**config.mk**
```make
export PLATFORM = sky130hd
export DESIGN_NAME = hdmi_link_seq
export DESIGN_NICKNAME = d
export VERILOG_FILES = /design/src/rtl/hdmi_seq_pkg.sv /design/src/rtl/hpd_sync.sv /design/src/rtl/hdmi_link_seq.sv
export SDC_FILE = /design/constraint.sdc
export NUM_CORES = 1
export LEC_CHECK = 0
export CORE_ASPECT_RATIO = 0.9
export CORE_MARGIN = 5
export CORE_UTILIZATION = 48
export DETAILED_ROUTE_END_ITERATION = 16
export PLACE_DENSITY = 0.77
export SLEW_MARGIN = 20
export SYNTH_ARGS = -nofsm -noshare
export SYNTH_HDL_FRONTEND = slang
export SYNTH_SLANG_ARGS = --single-unit
export TNS_END_PERCENT = 20
```
**constraint.sdc**
```tcl
create_clock -name clk -period 2.1 [get_ports clk]
set_input_delay 0.42 -clock clk [delete_from_list [all_inputs] [get_ports clk]]
set_output_delay 0.42 -clock clk [all_outputs]
set_load 0.05 [all_outputs]
```
**src/rtl/hdmi_seq_pkg.sv**
```systemverilog
// Shared types and default tick budgets for the HDMI TX hot-plug link sequencer.
package hdmi_seq_pkg;

   typedef enum logic [2:0] {
      ST_IDLE     = 3'd0,
      ST_DEBOUNCE = 3'd1,
      ST_PWR_UP   = 3'd2,
      ST_CONFIG   = 3'd3,
      ST_LINK_UP  = 3'd4,
      ST_FAIL     = 3'd5
   } link_state_e;

   localparam int DEF_DEBOUNCE_TICKS    = 16;
   localparam int DEF_PWRUP_TICKS       = 8;
   localparam int DEF_CFG_TIMEOUT_TICKS = 64;
   localparam int DEF_MAX_RETRY         = 3;
   localparam int DEF_TICK_W            = 16;

   // States whose duration is measured in timer ticks.
   function automatic logic is_timed(input link_state_e s);
      return (s == ST_DEBOUNCE) || (s == ST_PWR_UP) || (s == ST_CONFIG);
   endfunction

endpackage

```
**src/rtl/hpd_sync.sv**
```systemverilog
// Two-flop synchroniser for the raw hot-plug detect; 2-cycle latency, no backpressure.
module hpd_sync (
   input  logic clk,
   input  logic rst_n,
   input  logic hpd_in,
   output logic hpd_s
);

   logic meta;

   always_ff @(posedge clk) begin
      if (!rst_n) begin
         meta  <= 1'b0;
         hpd_s <= 1'b0;
      end else begin
         meta  <= hpd_in;
         hpd_s <= meta;
      end
   end

endmodule

```
**src/rtl/hdmi_link_seq.sv**
```systemverilog
// HDMI TX hot-plug sequencer: debounce, power-up, reset release, supervised config with retry.
// Outputs are registered from next-state, so they move on the same edge as state_dbg.
module hdmi_link_seq
   import hdmi_seq_pkg::*;
#(
   parameter int DEBOUNCE_TICKS    = DEF_DEBOUNCE_TICKS,
   parameter int PWRUP_TICKS       = DEF_PWRUP_TICKS,
   parameter int CFG_TIMEOUT_TICKS = DEF_CFG_TIMEOUT_TICKS,
   parameter int MAX_RETRY         = DEF_MAX_RETRY,
   parameter int TICK_W            = DEF_TICK_W
) (
   input  logic       clk,
   input  logic       rst_n,
   input  logic       hpd_in,
   input  logic       tick_in,
   output logic       tmr_ena,
   output logic       tmr_rst,
   output logic       tx_pwr_en,
   output logic       tx_rst_n,
   output logic       cfg_start,
   input  logic       cfg_done,
   input  logic       cfg_err,
   output logic       link_up,
   output logic       link_fail,
   output logic [3:0] retry_cnt,
   output logic [2:0] state_dbg
);

   // A phase ends when a tick arrives while the count already holds N-1.
   localparam logic [TICK_W-1:0] DEB_LAST = TICK_W'(DEBOUNCE_TICKS - 1);
   localparam logic [TICK_W-1:0] PWR_LAST = TICK_W'(PWRUP_TICKS - 1);
   localparam logic [TICK_W-1:0] CFG_LAST = TICK_W'(CFG_TIMEOUT_TICKS - 1);
   localparam logic [3:0]        RETRY_MAX = 4'(MAX_RETRY);

   logic              hpd_s;
   link_state_e       state_q, state_d;
   logic [TICK_W-1:0] tick_cnt_q, tick_cnt_d;
   logic [3:0]        retry_q, retry_d;
   logic              reenter;
   logic              entering;
   logic              tick_ok;
   logic              cfg_fail;

   hpd_sync u_hpd_sync (
      .clk    (clk),
      .rst_n  (rst_n),
      .hpd_in (hpd_in),
      .hpd_s  (hpd_s)
   );

   // tmr_rst marks the first cycle of a state; ticks landing there are dropped.
   assign tick_ok  = tick_in && !tmr_rst && is_timed(state_q);
   assign cfg_fail = cfg_err || (tick_ok && (tick_cnt_q == CFG_LAST));

   always_comb begin
      state_d    = state_q;
      reenter    = 1'b0;
      retry_d    = retry_q;
      entering   = 1'b0;
      tick_cnt_d = tick_cnt_q;

      if ((state_q != ST_IDLE) && !hpd_s) begin
         state_d = ST_IDLE;
      end else begin
         case (state_q)
            ST_IDLE: begin
               if (hpd_s) state_d = ST_DEBOUNCE;
            end
            ST_DEBOUNCE: begin
               if (tick_ok && (tick_cnt_q == DEB_LAST)) state_d = ST_PWR_UP;
            end
            ST_PWR_UP: begin
               if (tick_ok && (tick_cnt_q == PWR_LAST)) state_d = ST_CONFIG;
            end
            ST_CONFIG: begin
               if (cfg_done) begin
                  state_d = ST_LINK_UP;
               end else if (cfg_fail) begin
                  if (retry_q < RETRY_MAX) begin
                     retry_d = retry_q + 4'd1;
                     reenter = 1'b1;
                  end else begin
                     state_d = ST_FAIL;
                  end
               end
            end
            default: begin
            end
         endcase
      end

      entering = (state_d != state_q) || reenter;

      if (entering)
         tick_cnt_d = '0;
      else if (tick_ok)
         tick_cnt_d = tick_cnt_q + TICK_W'(1);

      if (state_d == ST_IDLE)
         retry_d = '0;
   end

   always_ff @(posedge clk) begin
      if (!rst_n) begin
         state_q    <= ST_IDLE;
         tick_cnt_q <= '0;
         retry_q    <= '0;
      end else begin
         state_q    <= state_d;
         tick_cnt_q <= tick_cnt_d;
         retry_q    <= retry_d;
      end
   end

   always_ff @(posedge clk) begin
      if (!rst_n) begin
         tmr_rst   <= 1'b0;
         tmr_ena   <= 1'b0;
         tx_pwr_en <= 1'b0;
         tx_rst_n  <= 1'b0;
         cfg_start <= 1'b0;
         link_up   <= 1'b0;
         link_fail <= 1'b0;
      end else begin
         tmr_rst   <= entering;
         tmr_ena   <= is_timed(state_d) && !entering;
         tx_pwr_en <= (state_d == ST_PWR_UP) || (state_d == ST_CONFIG) || (state_d == ST_LINK_UP);
         tx_rst_n  <= (state_d == ST_CONFIG) || (state_d == ST_LINK_UP);
         cfg_start <= (state_d == ST_CONFIG) && entering;
         link_up   <= (state_d == ST_LINK_UP);
         link_fail <= (state_d == ST_FAIL);
      end
   end

   assign retry_cnt = retry_q;
   assign state_dbg = state_q;

endmodule

```
# Yosys cells after proc, flatten, opt, wreduce, memory -nomap -nowiden
# Index checks and enable logic that the tools add are counted.
# word_totals
reg_bits,32
latchBits,0
ramBits,0
romBits,0
out_inout_bits,14
mem_count,0
# classes
n_addsub,2
mul,0
n_div,0
n_lt_le_gt_ge,1
n_eq_ne,12
n_shift,0
mux,13
bitwise,3
n_reduce_logical,26
# ops
operator,count
2-to-1 mux 3 bit,7
"adder 16 x 1 -> 16 bit, second input constant",1
"equality test 16 x 3 -> 1 bit, second input constant",1
"equality test 16 x 4 -> 1 bit, second input constant",1
"equality test 16 x 6 -> 1 bit, second input constant",1
"equality test 3 x 2 -> 1 bit, second input constant",4
one-hot mux 3 bit (4 select lines),1
logical OR 1 bit,9
logical AND 1 bit,8
"equality test 3 x 1 -> 1 bit, second input constant",2
"equality test 3 bit, second input constant",2
zero test 3 bit,2
2-to-1 mux 1 bit,5
AND reduction 5 bit,1
"adder 4 x 1 -> 4 bit, second input constant",1
"< comparator 4 x 2 -> 1 bit, second input constant",1
OR reduction 2 bit,2
zero test 1 bit,3
inequality test 3 bit,1
inverter 1 bit,3
nonzero test 3 bit,1

# Depth between registers and ports, before layout
# Gate-level depths: netlist of run 1.
# depth
ltp_word,14
mapped_depth,10
ltp_nobuf,7

# Hierarchy
# Synthesis of run 1 repeated with hierarchy kept, for this count alone.
# unflattened
cells_unflattened,172
hier_area_um2,1532.7
# by_module_without_submodules
mod,n_inst,cells_per_inst,area_per_inst_um2,seq_area_each_um2
hdmi_link_seq,1,168,1480.2,600.6
hpd_sync,1,4,52.6,40.0

# Least setup slack after synthesis of run 1
# OpenSTA, ideal clock, no wires.
# synth_path
kind,register to register
startpoint,"register retry_q[0], in the netlist retry_cnt[0]"
endpoint,register tick_cnt_q[8]
t_arrival_ns,2.166
t_required_ns,1.985
slack_ns,-0.181
path_stages_with_launch,8
path_buffers,1
cell_sequence,dfxtp_1 > ha_1 > or3_1 > or4_1 > o21ba_2 > nand4_4 > buf_6 > nor2_1
# synth_via
elab_chain_len,9
elab_cells_between_ends,14
classes_between,order compare: 1; eq/ne: 1; mux: 10; reduce/logical: 2
# synth_lines
element,line,rtl
from (decl),hdmi_link_seq.sv:38,"logic [3:0] retry_q, retry_d;"
from (signal assigned),hdmi_link_seq.sv:111,retry_q <= retry_d;
< comparator 4 x 2 -> 1 bit (*),hdmi_link_seq.sv:79,if (retry_q < RETRY_MAX) begin
2-to-1 mux 3 bit,hdmi_link_seq.sv:79,
2-to-1 mux 3 bit,hdmi_link_seq.sv:78,end else if (cfg_fail) begin
2-to-1 mux 3 bit,hdmi_link_seq.sv:76,if (cfg_done) begin
one-hot mux 3 bit (4 select lines),hdmi_link_seq.sv:65,case (state_q)
2-to-1 mux 3 bit,hdmi_link_seq.sv:62,if ((state_q != ST_IDLE) && !hpd_s) begin
inequality test 3 bit,hdmi_link_seq.sv:92,entering = (state_d != state_q) || reenter;
logical OR 1 bit (*),hdmi_link_seq.sv:92,
OR reduction 2 bit (no source line) (*),--,
to (signal assigned),hdmi_link_seq.sv:110,tick_cnt_q <= tick_cnt_d;
to (decl),hdmi_link_seq.sv:37,"logic [TICK_W-1:0] tick_cnt_q, tick_cnt_d;"
# Every way passes the cells marked *; elsewhere a longest branch is shown, timed or not.
# A chain may end at the register's enable or synchronous reset.

# Final worst setup path of run 1
# layout_path
startpoint,"register retry_q[0], in the netlist retry_cnt[0]"
endpoint,register cfg_start
# layout_via
elab_chain_len,9
elab_cells_between_ends,15
classes_between,order compare: 1; eq/ne: 2; mux: 10; reduce/logical: 2
# layout_lines
element,line,rtl
< comparator 4 x 2 -> 1 bit (*),hdmi_link_seq.sv:79,
2-to-1 mux 3 bit,hdmi_link_seq.sv:79,
2-to-1 mux 3 bit,hdmi_link_seq.sv:78,
2-to-1 mux 3 bit,hdmi_link_seq.sv:76,
one-hot mux 3 bit (4 select lines),hdmi_link_seq.sv:65,
2-to-1 mux 3 bit,hdmi_link_seq.sv:62,
inequality test 3 bit,hdmi_link_seq.sv:92,
logical OR 1 bit,hdmi_link_seq.sv:92,
logical AND 1 bit (*),hdmi_link_seq.sv:129,cfg_start <= (state_d == ST_CONFIG) && entering;
to (signal assigned),hdmi_link_seq.sv:129,
to (decl),hdmi_link_seq.sv:20,"output logic cfg_start,"
# Marked as above.

==> results of run 1 <==
[power groups by stage]
stage	clock network [mW]	registers (mW)	logic [mW]
6_report	0.347	0.608	0.0573
2_1_floorplan	0	0.626	0.0270
4_1_cts	0.363	0.608	0.0523
3_3_place_gp	0	0.622	0.0512
5_1_grt	0.393	0.608	0.0621
3_5_place_dp	0	0.622	0.0520
[synthesized netlist by cell type, types with 4 or more instances]
library cell / instances
nand3_1: 7
dfxtp_1: 32
xnor2_1: 6
and3_1: 5
xor2_1: 10
o21ai_0: 4
nand4_1: 5
inv_1: 5
buf_6: 5
nand2_1: 15
and2_1: 6
nor2_1: 27
a21oi_1: 7
[state kept, by name, indices dropped and copies added, names as in the netlist]
signal	cells
tick_cnt_q	16
tx_rst_n	1
tmr_rst	1
state_dbg	3
u_hpd_sync.meta	1
u_hpd_sync.hpd_s	1
link_fail	1
retry_cnt	4
link_up	1
tmr_ena	1
tx_pwr_en	1
cfg_start	1
[path summary, 6_finish.rpt]
| kind | startpoint | end | slack [ns] |
|---|---|---|---|
| setup / recovery | retry_cnt[0] | cfg_start | 0.04 |
| hold / removal | u_hpd_sync.meta | u_hpd_sync.hpd_s | 0.44 |
| setup reg to reg | retry_cnt[0] | cfg_start | 0.04 |
| hold reg to reg | u_hpd_sync.meta | u_hpd_sync.hpd_s | 0.44 |
[kinds of logic after synthesis]
logic type / synth area share, %
AND/OR/NAND/NOR: 28.6
flip-flops: 41.9
AO/OA/AOI/OAI: 12.8
XOR/XNOR: 9.16
buffers and inverters: 5.23
adder cells (fa/ha/maj): 1.64
multiplexers: 0.654
[per-stage QoR]
step	worst slack, ns	hold WS [ns]	area (um^2)	cells	total power [mW]
floorplan	0.000739	0.412	1560	173	0.653
detailed placement	-0.286	0.423	1840	242	0.674
finish	0.0406	0.438	1950	251	1.01
CTS	0.0173	0.443	1900	250	1.02
global route	-0.00347	0.470	1950	251	1.06
global placement	-0.233	0.415	1840	242	0.673
[routing by layer]
| layer | track usage (%) | vias up | share of wire [%] |
|---|---|---|---|
| met1 | 18.4 | 612 | 44 |
| met5 | 0 | - | 0 |
| met4 | 7.32 | 0 | 1.2 |
| met3 | 4.13 | 6 | 5.9 |
| met2 | 26.2 | 36 | 49 |
| li1 | - | 677 | - |
[area by class of cell]
cell class | count | area [um^2]
Clock buffer | 8 | 58.8
Fill cell | 247 | 1120
Inverter | 5 | 18.8
Multi-Input combinational cell | 131 | 876
Sequential cell | 32 | 651
Tap cell | 42 | 52.6
Timing Repair Buffer | 33 | 293
[repair_timing]
action                     4_1_cts  5_1_grt
hold endpoints to repair         0        0
setup buffers                    0        0
setup endpoints to repair        0       19
gates resized for setup          0        9
==> flow_metrics.tcl, run 1 <==
set metrics [dict create \
    whs_path_depth 1 \
    clockRootBuffer "clkbuf_4" \
    synth_warnings 0 \
    fp-row-count 19 \
    worstPathMaxFanout 4 \
    fin_crit_ns 2.06 \
    sequentialPowerShare_pct 60.0 \
    worstSetupStartpointType "register" \
    grt_antenna_before_repair 0 \
    switching_share_pct 21.4 \
    yosysUniqueCellTypes 44 \
    worstSetupEndpointType "register" \
    gp_routability_congestion 0.908 \
    syn_inst 173 \
    cpPeakStageDelay_ns 0.54 \
    die_h_um 63.6 \
    die-area_um2 4420 \
    yosysTopAreaCell "dfxtp_1" \
    routed_via_density 5.30 \
    internal-power_uw 796 \
    synth_top_area_share_pct 41.9 \
    synth_edf_count 0 \
    drtAntennaViolNets 0 \
    first_pass_iters 4 \
    clk_pin_slew_ns 0.09 \
    nNetsFinal 216 \
    io_pins 20 \
    slew_headroom_pct 66.2 \
    io_buffers 19 \
    pwr_density_cell_nw_per_um2 519 \
    grt-ovfl-total 0 \
    pwr-share-clk_pct 34.3 \
    syn_nets 181 \
    hold_buffers 0 \
    ys_async_sr_fraction_pct 0 \
    ys_seq_elements 32 \
    cp_num_buf_inv 0 \
    seq_area_frac_synth_pct 41.9 \
    syn_area_per_cell_um2 8.85 \
    final_common_cell "dfxtp_1" \
    area_growth_pct 27.4 \
    maxCapViolCount 0 \
    drc_errors 0 \
    grt_pass1_vias 1302 \
    min_period_over_period_pct 98.1 \
    layout-drive-gt1-share_pct 22.0 \
    p_sw_uw 216 \
    cp_top_family "simple AND/OR/NAND/NOR gates" \
    wl_um 3330 \
    syn_area_um2 1530 \
    crit_path_top_delay_cell "or4_4" \
    finalHoldViolCount 0 \
    utilization_pct 63.6 \
    fin_setup_tns_ns 0 \
    clock_sink_count 32 \
    die_w_um 69.5 \
    maxSlewViolCount 0 \
    worstMarginPinSlew_ns 0.506 \
    crit_type "register to register" \
    wire_per_inst_um 13.3 \
    grt_pass1_wl_um 5660 \
    hp-class "register to register" \
    grt_max_degree 18 \
    cts_tree "yes" \
    final_cell_mix "dfxtp_1, nor2_1, clkdlybuf4s50_1" \
    antennaDiodeCount 0 \
    max_freq_mhz 486 \
    cts_buffers 5 \
    synth_area_leaders "dfxtp_1, nor2_1, xor2_1, buf_6, nand2_1" \
    max-vdd-ir-drop_v 0.000458 \
    dpl.hpwl_um 2490 \
    clock-skew-final_ns 0.00522 \
    clockBufferDepth 2 \
    drt_iter0_markers 77 \
    ys.flop_type "dfxtp_1" \
    status "finished, final reports clean" \
    r2r.worst_path.cells 5 \
    power_frac_comb_pct 5.7 \
    clk_latency_ns 0.31 \
    power_leakage_nw 0.725 \
    crit_required_ns 2.33 \
    ctsHtreeMaxLevel 2 \
    arrival_ns 2.29 \
    gr-usage-all-layers_pct 15.6 \
    path_cells "ha_1 -> or3_4 -> or4_4 -> o21ba_4 -> a311oi_2" \
    start_util_pct 49.9 \
    vias 1331 \
    setup_violations 0 \
    crit_cells 5 \
    core_region_area_um2 3070 \
]
Power figures use the tool's default switching activity.
==> inputs of run 2 (changes only) <==
- PLACE_DENSITY: 0.77 -> 0.74
==> flow_metrics.tcl, run 2 (synthesis gave the netlist of run 1 again) <==
set metrics [dict create \
    status "finished, final reports clean" \
    power_leakage_nw 0.742 \
    worstReg2RegStart "tick_cnt_q[0]" \
    max_freq_mhz 486 \
    pre_cts_ws_ns -0.328 \
    grt_antenna_before_repair 0 \
    core_region_area_um2 3070 \
    die-area_um2 4420 \
    maxCapViolCount 0 \
    fin_setup_tns_ns 0 \
    io_buffers 19 \
    clock-skew-final_ns 0.00805 \
    cts_buffers 5 \
    grt_pass1_wl_um 5710 \
    fin_cells 250 \
    vias 1371 \
    hp-class "register to register" \
    stdcell_area_um2 1960 \
    final_cell_mix "nor2_1, dfxtp_1, clkdlybuf4s50_1" \
    fp-row-count 19 \
    worstSetupStartpointType "register" \
    die_w_um 69.5 \
    largest_reg_flops 16 \
    routed_via_density 5.48 \
    worstMarginPinSlew_ns 0.508 \
    arrival_ns 1.64 \
    crit_path_top_delay_cell "clkdlybuf4s50_1" \
    wl_um 3570 \
    regMostFlops "tick_cnt_q" \
    grt_max_degree 18 \
    drt_iter0_markers 79 \
    gr-usage-all-layers_pct 15.9 \
    r2r.worst_path.cells 8 \
    grt_pass1_vias 1261 \
    crit_required_ns 1.68 \
    gp_routability_congestion 0.912 \
    clockBufferDepth 2 \
    drc_errors 0 \
    r2r_slack_ns 0.12 \
    worstPathMaxFanout 9 \
    setup_violations 0 \
    cpPeakStageDelay_ns 0.81 \
    finalHoldViolCount 0 \
    min_period_over_period_pct 97.9 \
    worstSetupEndpointType "output port" \
    antennaDiodeCount 0 \
    clk_latency_ns 0.34 \
    path_cells "buf_4 -> clkdlybuf4s50_1" \
    layout_setup_ws_ns 0.0431 \
    clock_sink_count 32 \
    place_inst 241 \
    start_util_pct 49.9 \
    die_h_um 63.6 \
    fin_crit_ns 2.06 \
    hold_buffers 0 \
    drtAntennaViolNets 0 \
    worstReg2RegEnd "cfg_start" \
    utilization_pct 63.8 \
    nNetsFinal 215 \
    place_area_um2 1830 \
    total_power_mw 1.04 \
    clk_pin_slew_ns 0.09 \
    slew_headroom_pct 66.1 \
    dpl.hpwl_um 2510 \
    critPathCapture "state_dbg[0]" \
    wire_per_inst_um 14.3 \
    first_pass_iters 4 \
    maxSlewViolCount 0 \
    crit_type "register to output port" \
    area_growth_pct 27.9 \
    ctsHtreeMaxLevel 2 \
    hold_ws_ns 0.447 \
    pwr_density_cell_nw_per_um2 529 \
    cp-startpoint "state_dbg[0]" \
    cts_tree "yes" \
    grt-ovfl-total 0 \
    clockRootBuffer "clkbuf_4" \
    max-vdd-ir-drop_v 0.000431 \
    io_pins 20 \
    layout-drive-gt1-share_pct 22.6 \
]
==> run 2: changes by cell type in the layout (fill, tap and decap cells not counted), sizes merged <==
cell	delta
buf	-1
clkdlybuf4s50	-1
dlymetal6s2s	+1
==> run 2: power breakdown <==
group | leakage, nW | internal [mW] | switching, mW
Sequential | 0.261 | 0.607 | 0.00134
Clock | 0.0326 | 0.165 | 0.203
Combinational | 0.448 | 0.0252 | 0.0339
Total | 0.742 | 0.797 | 0.239
==> run 2: timing repair <==
| action | in CTS | in global routing |
|---|---|---|
| setup endpoints to repair | 0 | 22 |
| gates resized for setup | 0 | 13 |
| setup buffers | 0 | 0 |
==> run 2: worst min-delay path by stage <==
| stage | start | end | slack, ns | cells after the start |
|---|---|---|---|---|
| finish | u_hpd_sync.meta | u_hpd_sync.hpd_s | 0.45 | 1 |
| global route | u_hpd_sync.meta | u_hpd_sync.hpd_s | 0.48 | 1 |
| CTS | u_hpd_sync.meta | u_hpd_sync.hpd_s | 0.45 | 1 |
| detailed placement | u_hpd_sync.meta | u_hpd_sync.hpd_s | 0.42 | 1 |
| global placement | u_hpd_sync.meta | u_hpd_sync.hpd_s | 0.42 | 1 |
| floorplan | u_hpd_sync.meta | u_hpd_sync.hpd_s | 0.41 | 1 |
==> run 2: cell type report <==
cell class	count	area [um^2]
Sequential cell	32	652
Fill cell	238	1110
Inverter	5	18.8
Timing Repair Buffer	32	288
Multi-Input combinational cell	131	887
Tap cell	42	52.6
Clock buffer	8	58.8
==> run 2: routing by layer <==
layer | global-route usage (%) | up-vias | wire length, um
met4 | 9.02 | 0 | 110
met2 | 26.2 | 51 | 1670
li1 | - | 669 | -
met3 | 4.45 | 13 | 179
met1 | 18.6 | 638 | 1600
met5 | 0 | - | 0
==> run 2: critical path, delay by kind of cell (launching register included) <==
family	cells	cell delay (ns)
buf+inv	2	0.97
flops	1	0.34
==> inputs of run 3 (changes only) <==
- SETUP_SLACK_MARGIN: not set -> 0.5
- TNS_END_PERCENT: 20 -> 1
==> flow_metrics.tcl, run 3 (synthesis gave the netlist of run 1 again) <==
set metrics [dict create \
    cpPeakStageDelay_ns 0.46 \
    ctsHtreeMaxLevel 2 \
    wire_per_inst_um 13.9 \
    clock_sink_count 32 \
    min_period_over_period_pct 95.6 \
    cp_top_family "compound AO/OA/AOI/OAI gates" \
    status "finished, final reports clean" \
    wl_um 3530 \
    gp_routability_congestion 0.899 \
    finalHoldViolCount 0 \
    worstSetupEndpointType "register" \
    r2r_slack_ns 0.11 \
    dpl.hpwl_um 2480 \
    crit_required_ns 2.32 \
    clockRootBuffer "clkbuf_4" \
    regMostFlops "tick_cnt_q" \
    met3RoutedLength_um 158 \
    drtAntennaViolNets 0 \
    final_cell_mix "nor2_1, dfxtp_1, clkdlybuf4s50_1, buf_4, nand2_1" \
    maxCapViolCount 0 \
    grt_pass1_wl_um 5980 \
    grt_pass1_vias 1303 \
    routed_via_density 5.29 \
    die-area_um2 4420 \
    met1Wirelength_um 1600 \
    layout-drive-gt1-share_pct 28.3 \
    max_freq_mhz 498 \
    crit_type "input port to register" \
    io_pins 20 \
    clockBufferDepth 2 \
    cts_tree "yes" \
    arrival_ns 2.23 \
    crit_cells 7 \
    grt_max_degree 13 \
    first_pass_iters 4 \
    hold_ws_ns 0.449 \
    grt-ovfl-total 0 \
    clock-skew-final_ns 0.0101 \
    largest_reg_flops 16 \
    worstPathMaxFanout 4 \
    worstSetupStartpointType "input port" \
    drc_errors 0 \
    power_leakage_nw 0.760 \
    slew_headroom_pct 66.6 \
    path_cells "clkdlybuf4s50_1 -> nor3b_4 -> and2_4 -> a41oi_4 -> a211o_1 -> a21o_1 -> a311oi_2" \
    fin_crit_ns 2.01 \
    clk_latency_ns 0.33 \
    hold_buffers 0 \
    io_buffers 19 \
    rsz0062_at_grt "yes" \
    routed-wl-met2_um 1730 \
    pwr_density_cell_nw_per_um2 499 \
    highest_layer "met4" \
    gr-usage-all-layers_pct 17.1 \
    worstMarginPinSlew_ns 0.500 \
    cp_num_buf_inv 1 \
    r2r.worst_path.cells 5 \
    die_w_um 69.5 \
    cts_buffers 5 \
    setup_violations 0 \
    vias 1343 \
    fp-row-count 19 \
    core_region_area_um2 3070 \
    grt_antenna_before_repair 0 \
    nNetsFinal 219 \
    drt_iter0_markers 47 \
    max-vdd-ir-drop_v 0.000393 \
    crit_path_top_delay_cell "clkdlybuf4s50_1" \
    maxSlewViolCount 0 \
    final_common_cell "nor2_1" \
    antennaDiodeCount 0 \
    hp-class "register to register" \
    start_util_pct 49.9 \
    total_power_mw 1.03 \
    clk_pin_slew_ns 0.10 \
    area_growth_pct 35.2 \
    die_h_um 63.6 \
    whs_path_depth 1 \
    fillCellCount 221 \
]
==> run 3: cell count changes in the layout (fill, tap and decap cells not counted), sizes merged <==
cell,previous run,this run
buf,14,17
dlygate4sd2,0,2
dlymetal6s2s,1,0
==> run 3: through the flow <==
step / std cells / instance area, um^2 / util (%) / TNS, ns / worst slack (ns)
after detailed placement: 243 / 1890 / 61.6 / -5.07 / -0.389
after global placement: 243 / 1890 / 61.6 / -3.77 / -0.305
after CTS: 252 / 2000 / 65.4 / 0 / 0.115
final: 254 / 2070 / 67.4 / 0 / 0.0919
after global routing: 254 / 2070 / 67.4 / 0 / 0.0334
after floorplan: 173 / 1600 / - / 0 / 0.155
==> run 3: worst reg2reg max path, stage by stage, from the launching register on <==
cell and delay (ns):
dfxtp_4 0.37, ha_4 0.15, or3_4 0.36, or4_4 0.44
o21ba_4 0.25, a311oi_2 0.32
==> run 3: layout make-up <==
cell class	count	area (um^2)	share of cell area (%)
Timing Repair Buffer	36	315	15.2
Sequential cell	32	663	32.1
Inverter	5	18.8	0.907
Tap cell	42	52.6	2.54
Multi-Input combinational cell	131	960	46.4
Clock buffer	8	58.8	2.84
==> run 3: worst paths after layout <==
path / start / endpoint
worst max-delay path: tick_in / cfg_start
worst min-delay path: u_hpd_sync.meta / u_hpd_sync.hpd_s
worst max register to register: retry_cnt[1] / cfg_start
worst min register to register: u_hpd_sync.meta / u_hpd_sync.hpd_s
==> run 3: timing repair <==
action | 4_1_cts | 5_1_grt
pin swaps | 9 | 3
cloned | 1 | 0
resized for setup | 14 | 9
buffers inserted | 0 | 2
endpoints found under the setup margin | 42 | 42
==> run 3: metal layers <==
| layer | vias to the layer above | global-route usage [%] |
|---|---|---|
| met5 | - | 0 |
| met1 | 624 | 20.3 |
| met4 | 0 | 5.85 |
| li1 | 684 | - |
| met2 | 29 | 29.0 |
| met3 | 6 | 5.56 |
==> run 3: where the power goes <==
part           switching (mW)  leakage, nW  internal [mW]
combinational          0.0354        0.463         0.0295
sequential            0.00147        0.265          0.604
clock                   0.197       0.0326          0.165
==> variant 1, RTL diff (config.mk and constraints of run 2) <==
Set the package constant `DEF_TICK_W` to 24 (it was 16).
--- a/src/rtl/hdmi_seq_pkg.sv
+++ b/src/rtl/hdmi_seq_pkg.sv
@@ -16,3 +16,3 @@
    localparam int DEF_MAX_RETRY         = 3;
-   localparam int DEF_TICK_W            = 16;
+   localparam int DEF_TICK_W            = 24;
 
Check against the original RTL: same outputs for any inputs over 10 cycles, from zero or initial values and one cycle with rst_n low; that may be too few to reach the edited logic, so the function may still have changed.
==> variant 1 against run 2 <==
Synthesized area up 32%; core utilization rose by 4.2 points; final cell count rose by 32%; final area rose by 42%; worst setup slack worse by 26 ps; power increased by 39%; sequential cell count up 8; global-route usage rose by 1.2 points; routed wire length rose by 44%; critical path type is now reg -> reg; largest cell class unchanged.
==> variant 1: results (changes against run 2) <==
- Final wirelength: 5140 um (+44%)
- Layout cell share with drive strength beyond 1: 0.330 (+0.104)
- Crit-path slowest cell: dfxtp_2
- Final Hold Vio Count: 0 (unchanged)
- Via count: 1821 (+33%)
- Pre-CTS WS: -374 ps (-45.7 ps)
- Peak supply drop: 0.350 mV (-19%)
- FILL cells: 312 (+31%)
- CTS Root Cell: clkbuf_8
- First-pass GRT wire length: 7670 um (+34%)
- Reg2reg start: tick_cnt_q[19]
- CTS Buffer Depth: 2 (unchanged)
- Crit path launch: tick_cnt_q[19]
- HP Start: u_hpd_sync.meta
- # diodes: 0 (unchanged)
- Top post-synthesis cells by area: dfxtp_1 40%, nor2_1 7.8%, xnor2_1 6.9%
- Largest stage delay on the critical path: 330 ps (-480 ps)
- Clk_lat worst skew: 290 ps (-50 ps)
- Initial DRC count: 147 (+86%)
- Synthesized Nets: 238 (+31%)
- Initial antenna violation count: 0 (unchanged)
- Unique masters post-synth: 52 (+18%)
- Post-detailed-placement half-perimeter wirelength: 3250 um (+30%)
- Ys flop type: dfxtp_1
- Synth top cells by count: 42 x nor2_1, 40 x dfxtp_1, 16 x xnor2_1, 15 x nand2_1, 13 x nand3_1
- LEAKAGE: 1.05 nW (+41%)
- Warnings from Yosys: 0 (unchanged)
- GPL Wtd Cong: 0.902 (-1.1%)
- Number of synthesized flops with an enable pin: 0 (unchanged)
- Post-Synthesis Cells: 230 (+33%)
- TritonRoute pass-1 iters: 4 (unchanged)
- Largest delay share family, worst path: simple AND/OR/NAND/NOR gates
- Largest net degree at the start of global routing: 25 (+7)
- Placed cell area: 2410 um^2 (+32%)
- Clk_skew: 7.40 ps (-0.655 ps)
- Crit Path Max Fanout: 6 (-3)
- CP Data Arrival Time: 2270 ps (+630 ps)
- Sw Ratio: 0.239 (+0.00869)
- H-tree depth: 2 (unchanged)
- WL/cell: 15.6 um (+9.2%)
- Worst-margin pin slew: 558 ps (+49.8 ps)
- Clk pin slew, worst setup/hold paths: 80 ps
- Total track usage: 0.172 (+0.0121)
- Num CTS Buffers: 5 (unchanged)
- Number of global-route vias before repair: 1705 (+35%)
- Fraction of the yosys area taken by sequential cells: 0.397 (-0.0216)
- Top reg by flops: tick_cnt_q
- Total Nets Final: 289 (+34%)
- Post-synth ARST share: 0 (unchanged)
- Cells after DPL: 316 (+31%)
- Status: completed
- HP Class: reg -> reg
- Max FFs per register: 24 (+8)
[variant 1: changes by cell type after synthesis, moves of 3 or more]
cell | before | now
dfxtp_1 | 32 | 40
inv_1 | 5 | 8
nand3_1 | 7 | 13
nor2_1 | 27 | 42
nor2_2 | 1 | 4
nor3_1 | 2 | 6
nor4_2 | 0 | 4
xnor2_1 | 6 | 16
[variant 1: repair_timing]
action	CTS	global route
setup buffers	0	3
setup endpoints to repair	28	32
pin swaps	1	9
resized for setup	6	35
gates cloned	0	3
[variant 1: final timing paths]
kind	to	slack [ps]	cells past startpoint
setup reg to reg	tick_cnt_q[1]	20	9
hold reg to reg	u_hpd_sync.hpd_s	440	1
hold / removal	u_hpd_sync.hpd_s	440	1
setup / recovery	tick_cnt_q[1]	20	9
[variant 1: layer usage]
| metal | vias to the layer above | track usage | share of wire |
|---|---|---|---|
| met1 | 866 | 0.237 | 0.48 |
| li1 | 899 | - | - |
| met4 | 0 | 0.0796 | 0.011 |
| met3 | 4 | 0.0352 | 0.051 |
| met2 | 52 | 0.258 | 0.46 |
| met5 | - | 0 | 0 |
[variant 1: cells by family after synthesis]
| logic type | after synthesis | share of synthesized area |
|---|---|---|
| and+or+nand+nor | 120 | 0.322 |
| DFF | 40 | 0.397 |
| AOI/OAI and AO/OA | 26 | 0.0993 |
| xor gates and xnor gates | 24 | 0.104 |
| buffers and inverters | 16 | 0.0552 |
| muxes | 2 | 0.00993 |
| adders and majority gates | 2 | 0.0124 |
[variant 1: layout make-up]
class                      instances  area, um^2  area share
multi-input combinational        174        1280       0.460
sequential                        40         813       0.293
timing repair buffer              52         500       0.181
clock buffer                       6        82.6      0.0298
tap                               48        60.1      0.0217
inverter                           8        30.0      0.0108
clock inverter                     2        10.0     0.00361
[variant 1: power groups by stage]
stage	Combinational, mW	Sequential, mW	Clock (mW)
3_3_place_gp	0.105	0.787	0
2_1_floorplan	0.0593	0.795	0
5_1_grt	0.152	0.770	0.566
4_1_cts	0.107	0.769	0.531
6_report	0.142	0.770	0.524
3_5_place_dp	0.104	0.787	0
[variant 1: worst register-to-register path, stage by stage (launching register included)]
cell and delay [ps]:
dfxtp_2 330, nor4_2 270, buf_4 160, nand4_1 120
buf_6 180, o31a_1 320, o2bb2ai_2 170, or4_4 210
clkbuf_16 170, nor2_1 50
==> variant 2, RTL diff (config.mk and constraints of run 2) <==
Without the edit above. Put one more register stage on the output `tmr_ena`, with the module's reset. The value now appears one clock later. The other outputs are not delayed to match.
--- a/src/rtl/hdmi_link_seq.sv
+++ b/src/rtl/hdmi_link_seq.sv
@@ -33,2 +33,4 @@
    localparam logic [3:0]        RETRY_MAX = 4'(MAX_RETRY);
+
+   logic tmr_ena_s0;
 
@@ -117,3 +119,3 @@
          tmr_rst   <= 1'b0;
-         tmr_ena   <= 1'b0;
+         tmr_ena_s0 <= 1'b0;
          tx_pwr_en <= 1'b0;
@@ -125,3 +127,3 @@
          tmr_rst   <= entering;
-         tmr_ena   <= is_timed(state_d) && !entering;
+         tmr_ena_s0 <= is_timed(state_d) && !entering;
          tx_pwr_en <= (state_d == ST_PWR_UP) || (state_d == ST_CONFIG) || (state_d == ST_LINK_UP);
@@ -137,2 +139,10 @@
 
+   always_ff @(posedge clk) begin
+      if (!rst_n) begin
+         tmr_ena <= '0;
+      end else begin
+         tmr_ena <= tmr_ena_s0;
+      end
+   end
+
 endmodule
Check against the original RTL: not equivalent (Yosys sat finds a counterexample within 10 cycles, from zero or initial values and one cycle with rst_n low).
==> variant 2 against run 2 <==
Worst setup slack improved by 26 ps; power rose by 29%; sequential power rose by 4.3%; combinational power rose by 41%; synthesized area rose by 11%; final area rose by 13%; routed wire length rose by 7.8%; highest routed layer unchanged; sequential cell count rose by 1.
==> variant 2: results (changes against run 2) <==
- Crit Path Max Fanout: 12 (+3)
- Worst R2R Setup Slack: 80 ps (-40 ps)
- Nonclk inv count: 4 (-1)
- Multi-input logic area: 1000 um^2 (+13%)
- Non-filler cells, final: 254 (+1.6%)
- GPL Wtd Cong: 0.868 (-4.8%)
- Fraction of the yosys area taken by sequential cells: 0.389 (-0.0298)
- LEAKAGE: 0.835 nW (+12%)
- Post-detailed-placement half-perimeter wirelength: 2710 um (+8.0%)
- First-pass GRT wire length: 6300 um (+10%)
- Switch Pwr: 282 uW (+18%)
- Buffer share of cell area: 0.160 (+0.0132)
- CP Data Arrival Time: 1610 ps (-30 ps)
- Via count: 1381 (+0.73%)
- # diodes: 0 (unchanged)
- Largest stage delay on the critical path: 850 ps (+40 ps)
- Clk_skew: 8.50 ps (+0.443 ps)
- Final Critical Period: 2030 ps (-26.3 ps)
- Crit-path slowest cell: clkdlybuf4s50_1
- Clk tree area frac: 0.0528 (+0.0228)
- Worst slew margin: 0.652 (-0.00880)
- FILL cells: 276 (+16%)
- CTS Root Cell: clkbuf_8
- Synth top cells by count: 33 x dfxtp_1, 17 x nor2_1, 13 x nand2_1, 12 x xor2_1
- Total track usage: 0.170 (+0.0105)
- Number of clock buffers in the layout: 7 (-1)
- Repair and plain buffers: 37 (+16%)
- Unique masters post-synth: 50 (+14%)
- Layout cell share with drive strength beyond 1: 0.262 (+0.0359)
- Pre-CTS WS: -177 ps (+151 ps)
- Clk pin slew, worst setup/hold paths: 70 ps (-20 ps)
- Peak supply drop: 0.622 mV (+44%)
- Final wirelength: 3840 um (+7.8%)
- Clk sinks: 33 (+3.1%)
- Status: completed
- Clk_lat worst skew: 290 ps (-50 ps)
- Seq. cell area: 663 um^2 (+1.7%)
- Multi-In Gates: 128 (-2.3%)
variant 2: cell types whose count changed after synthesis, moves of 3 or more:
cell / run 2 / this run
a21oi_1: 7 / 0
nand3_1: 7 / 10
nor2_4: 0 / 10
buf_6: 5 / 2
nor3b_1: 1 / 4
nor2_1: 27 / 17
variant 2: cells by family (layout without fill, tap and decap cells):
group           Yosys count  after routing  share of synthesized area
compound gates           20             20                      0.102
mux                       2              2                     0.0118
fa+ha+maj                 2              2                     0.0147
simple gates             88             88                      0.343
xor+xnor                 16             16                     0.0825
buf+inv                  12             49                     0.0574
flops                    33             33                      0.389
variant 2: worst paths after layout:
kind / start / depth (start not counted) / end
setup / recovery: state_dbg[0] / 1 / state_dbg[0]
hold / removal: tmr_ena_s0 / 1 / tmr_ena
setup reg to reg: tick_cnt_q[0] / 8 / tmr_ena_s0
hold reg to reg: tmr_ena_s0 / 1 / tmr_ena
variant 2: power groups by stage:
stage               combinational (mW)  clock [mW]  sequential (mW)
floorplan                       0.0427           0            0.653
global placement                0.0679           0            0.648
detailed placement              0.0696           0            0.648
CTS                             0.0700       0.628            0.634
global route                    0.0886       0.659            0.634
finish                          0.0835       0.620            0.634
variant 2: metrics by stage:
step / cell area [um^2] / hold WS (ps) / util
floorplan: 1700 / 412 / -
global route: 2200 / 464 / 0.647
global placement: 2000 / 420 / 0.588
detailed placement: 2000 / 420 / 0.588
CTS: 2120 / 438 / 0.624
finish: 2200 / 436 / 0.647
variant 2: timing repair:
action | in CTS | in global routing
pin swaps | 1 | 2
setup endpoints to repair | 11 | 21
gates cloned | 0 | 1
gates resized for setup | 2 | 8
variant 2: routing by layer:
layer	wire length, um	track usage
met5	0	0
met4	75	0.0599
met3	164	0.0471
met2	1920	0.282
met1	1690	0.210
